**config.mk**
```make
export PLATFORM = sky130hd
export DESIGN_NAME = clock_divider
export DESIGN_NICKNAME = d
export VERILOG_FILES = /design/src/rtl/ddr_definitions.sv /design/src/rtl/clock_divider_toggle.sv /design/src/rtl/clock_divider.sv
export SDC_FILE = /design/constraint.sdc
export NUM_CORES = 1
export LEC_CHECK = 0
export BUFFER_PORTS_ARGS = -buffer_cell sky130_fd_sc_hd__buf_2
export CORE_MARGIN = 2
export CORE_UTILIZATION = 57
export CTS_BUF_LIST = sky130_fd_sc_hd__clkbuf_4
export DETAILED_ROUTE_END_ITERATION = 6
export PLACE_DENSITY_LB_ADDON = 0.08
export SYNTH_ARGS = -nofsm -noshare
export SYNTH_HDL_FRONTEND = slang
export SYNTH_SLANG_ARGS = --single-unit
```
**constraint.sdc**
```tcl
create_clock -name clk -period 1.8 [get_ports clk]
set_clock_uncertainty 0.1 [all_clocks]
set_input_delay 0.09 -clock clk [delete_from_list [all_inputs] [get_ports clk]]
set_output_delay 0.09 -clock clk [all_outputs]
set_load 0.05 [all_outputs]
```
**src/rtl/ddr_definitions.sv**
```systemverilog
// ddr_definitions
//   Shared game-state encoding for the DDR design. stateGenerator drives a
//   STATE_BITS+1 wide state bus; consumers compare against these constants.
package ddr_definitions;

    localparam int STATE_BITS = 1;

    typedef logic [STATE_BITS:0] state_t;

    localparam state_t STATE_MENU  = 2'd0;
    localparam state_t STATE_GAME  = 2'd1;
    localparam state_t STATE_PAUSE = 2'd2;
    localparam state_t STATE_END   = 2'd3;

    // Counter width for a 0..n-1 counter, never narrower than one bit.
    function automatic int cnt_width(input int n);
        return (n > 1) ? $clog2(n) : 1;
    endfunction

endpackage

```
**src/rtl/clock_divider_toggle.sv**
```systemverilog
// clk_div_toggle
//   Half-period counter with a registered toggle output. Counts 0..HALF-1
//   while en is high; on the wrap cycle it flips toggle and raises tick
//   (combinational, same cycle as the wrap) for downstream phase logic.
//   Ports:
//     clk    in   system clock, rising edge
//     reset  in   synchronous, active-high; clears counter and toggle
//     en     in   advance the counter this cycle; low holds everything
//     clr    in   synchronous clear, same effect as reset
//     toggle out  square wave, period 2*HALF cycles, driven from a flop
//     tick   out  high on the cycle the counter wraps (en qualified)
module clk_div_toggle
    import ddr_definitions::*;
#(
    parameter int HALF = 4
) (
    input  logic clk,
    input  logic reset,
    input  logic en,
    input  logic clr,
    output logic toggle,
    output logic tick
);

    localparam int CW = cnt_width(HALF);
    localparam logic [CW-1:0] LAST = CW'(HALF - 1);

    logic [CW-1:0] cnt;

    assign tick = en && (cnt == LAST);

    always_ff @(posedge clk) begin
        if (reset || clr) begin
            cnt    <= '0;
            toggle <= 1'b0;
        end else if (en) begin
            if (cnt == LAST) begin
                cnt    <= '0;
                toggle <= ~toggle;
            end else begin
                cnt <= cnt + 1'b1;
            end
        end
    end

endmodule

```
**src/rtl/clock_divider.sv**
```systemverilog
// clock_divider
//   Derives phase-aligned 4/2/1 Hz square waves for game timing and a
//   free-running display multiplex clock. The slow chain runs only in
//   STATE_GAME, freezes in STATE_PAUSE and is cleared in any other state.
//   Ports:
//     clk          in   system clock, rising edge
//     reset        in   synchronous, active-high, highest priority
//     state        in   game state from stateGenerator
//     fourHz_CLK   out  4 Hz, 50% duty
//     twoHz_CLK    out  2 Hz, 50% duty
//     oneHz_CLK    out  1 Hz, 50% duty
//     display_CLK  out  DISPLAY_HZ, 50% duty, independent of state
module clock_divider
    import ddr_definitions::*;
#(
    parameter int CLK_FREQ_HZ = 100_000_000,
    parameter int DISPLAY_HZ  = 1000
) (
    input  logic                clk,
    input  logic                reset,
    input  logic [STATE_BITS:0] state,
    output logic                fourHz_CLK,
    output logic                twoHz_CLK,
    output logic                oneHz_CLK,
    output logic                display_CLK
);

    localparam int HALF4 = CLK_FREQ_HZ / 8;
    localparam int HALFD = CLK_FREQ_HZ / (2 * DISPLAY_HZ);

    logic       slow_en;
    logic       slow_clr;
    logic       tick4;
    logic       tickd_unused;
    logic [1:0] ph;

    // PAUSE is neither enabled nor cleared, so the whole slow chain holds.
    assign slow_en  = (state == STATE_GAME);
    assign slow_clr = (state != STATE_GAME) && (state != STATE_PAUSE);

    clk_div_toggle #(.HALF(HALF4)) u_c4 (
        .clk    (clk),
        .reset  (reset),
        .en     (slow_en),
        .clr    (slow_clr),
        .toggle (fourHz_CLK),
        .tick   (tick4)
    );

    clk_div_toggle #(.HALF(HALFD)) u_cd (
        .clk    (clk),
        .reset  (reset),
        .en     (1'b1),
        .clr    (1'b0),
        .toggle (display_CLK),
        .tick   (tickd_unused)
    );

    // Phase is tested before its increment: the very first tick after a
    // clear flips all three outputs high together, so every 1 Hz rising
    // edge lands on 2 Hz and 4 Hz rising edges.
    always_ff @(posedge clk) begin
        if (reset || slow_clr) begin
            ph        <= 2'd0;
            twoHz_CLK <= 1'b0;
            oneHz_CLK <= 1'b0;
        end else if (tick4) begin
            ph <= ph + 2'd1;
            if (!ph[0])
                twoHz_CLK <= ~twoHz_CLK;
            if (ph == 2'd0)
                oneHz_CLK <= ~oneHz_CLK;
        end
    end

endmodule

```
==> results.yml <==
run_status:
  status: "finished with violations"
  violations: "setup timing"
global_routing:
  overflow: 0
  antenna_found_initial: 0
  grt_max_degree: 16
  grt_pass1_wl_um: 7596
  grt_pass1_vias: 1727
  track_usage_pct: 23.15
finish:
  syn2layout_area_growth_pct: 25.07
  final_area_um2: 2628
  fillers: 297
  ff_latch_area_um2: 935.9
  drive_gt1_share_pct: 26.12
  antennaDiodeCount: 0
  multi_input_area_um2: 1172
  nets: 298
logic_synthesis:
  yosysTopAreaCellShare_pct: 43.84
  synth_top_area_cell: "dfxtp_1"
  yosysMostFrequentCell: "dfxtp_1"
  syn-num-nets: 253
  async_flop_share_pct: 0
  seq_area_frac_synth_pct: 43.84
  netlist_instances: 245
  synth_seq_cells: 46
  yosys_warnings: 0
  synth_ff_type: "dfxtp_1"
  synth_common_cells: "dfxtp_1, nor2_1, a21oi_1"
  synthTopCellsByArea: "dfxtp_1, xnor2_1, nor2_1, a21oi_1, xor2_1"
  synth_edf_count: 0
  synth.distinct_cells: 29
  syn_avg_cell_area_um2: 8.575
  syn_area_um2: 2101
setup_path:
  path_max_fanout: 6
  cp-end-kind: "register"
  crit_required_ns: 2.00
  critPathKind: "reg2reg"
  arrival_ns: 2.11
  reg2reg_from: "u_c4.cnt[1]"
  startpoint: "u_c4.cnt[1]"
  cp-start-kind: "register"
min_path:
  worstHoldStart: "state[0]"
  hold_class: "in2reg"
clock_network:
  cts.path.max_buffers: 2
  clock-sinks: 46
  cts_tree: "done"
  clock_latency_ns: 0.36
  cts-htree-levels: 2
  cts_buffers: 5
  root_buffer: "clkbuf_4"
  path_clk_slew_ns: 0.13
die:
  fp.dieW_um: 64.71
  initial_core_util_pct: 58.26
  num_io_pins: 8
  core_area_um2: 3606
  dieArea_um2: 4187
  die_y_um: 64.71
  num_rows: 22
timing:
  min_period_ns: 1.908
  clock.fmax_ghz: 0.5240
  rsz0062_at_grt: "true"
  setup_viol: 10
  slew_headroom_pct: 76.74
  setup_tns_ns: -0.4956
  worst_slack_ns: -0.1084
  whs_ns: 0.02673
  worstMarginPinSlew_ns: 0.3457
  drv_slew: 0
  fin_crit_sh_pct: 106.0
  hold_violations: 0
drt:
  antenna_left: 0
  drt_iter0_markers: 61
  vias: 1862
  viasPerCell: 5.493
  drc_errors: 0
  dr.pass1.iters: 4
  wl_per_cell_um: 12.97
  wl_um: 4398
power:
  finalPower_uw: 1615
  ir_worst_vdd_mv: 0.3945
  p_per_area_nw_per_um2: 614.6
  leakage_uw: 0.0009169
placed_design:
  hpwl_um: 3069
  dpl_cell_area_um2: 2469
  placement.setup.worst_slack_ns: -0.1017
  gp_congestion: 0.7343
  port_buffers: 7
run:
  maxCapViolCount: 0
## logic make-up (layout without fill, tap and decap cells)
kind of cell | count (synthesis) | in the layout | share of synthesized area, %
xor+xnor | 24 | 24 | 10.01
simple gates | 112 | 112 | 29.48
mux | 1 | 1 | 0.4765
flops | 46 | 46 | 43.84
buf+inv | 19 | 65 | 3.454
fa+ha+maj | 4 | 4 | 2.382
compound gates | 39 | 39 | 10.36
## worst max-delay path, cell delays in order, from the launching register on
cell,delay (ns)
dfxtp_2,0.37
ha_4,0.14
inv_2,0.03
or4_4,0.56
or4_4,0.50
a21oi_1,0.14
## per-layer routing
layer	global-route usage (%)	share of wire, %	vias to the layer above
met4	10.11	1.8	0
met5	0	0	-
met2	39.05	50	15
li1	-	-	967
met3	4.167	2.0	8
met1	28.81	46	872
## power by group
part | switching (uW) | leakage (uW) | internal, uW
sequential | 5.73 | 0.000376 | 1020
combinational | 41.1 | 0.000504 | 32.9
clock | 310 | 0.0000368 | 201
## cells in the final DEF, fill, tap and decap left out, types with 11 or more instances in the layout
| master | count |
|---|---|
| nor2_1 | 31 |
| nand3_1 | 11 |
| dfxtp_1 | 36 |
| o21ai_0 | 11 |
| nand2_1 | 11 |
| xnor2_1 | 15 |
| or3_1 | 11 |
| buf_4 | 31 |
| a21oi_1 | 16 |
| inv_1 | 11 |
## flip-flops by register name (all words and copies together) (netlist names)
register	count
oneHz_CLK	1
ph	2
twoHz_CLK	1
u_c4.cnt	24
u_c4.toggle	1
u_cd.cnt	16
u_cd.toggle	1
## path summary, 6_finish.rpt
check                               endpoint  slack (ns)  cells past startpoint
worst min-delay path                   ph[1]        0.03                      4
worst min register to register   u_cd.cnt[0]        0.33                      1
worst max-delay path            u_c4.cnt[20]       -0.11                      5
worst max register to register  u_c4.cnt[20]       -0.11                      5
## repair_timing
action	4_1_cts	5_1_grt
hold endpoints to repair	8	0
pin swaps	12	8
buffers inserted	3	2
gates resized for setup	8	8
setup endpoints to repair	13	29
hold buffers	1	0
## final cells by class
| type | count | share of cell area (%) |
|---|---|---|
| Multi-Input combinational cell | 180 | 44.62 |
| Timing Repair Buffer | 45 | 13.48 |
| Sequential cell | 46 | 35.62 |
| Tap cell | 48 | 2.286 |
| Clock buffer | 8 | 2.286 |
| Inverter | 12 | 1.714 |
## through the flow
step,instances,util (%)
after floorplan,245,-
after global routing,339,72.87
after detailed placement,325,68.46
after CTS,337,71.62
after global placement,325,68.46
final,339,72.87
(Power assumes the default switching activity.)
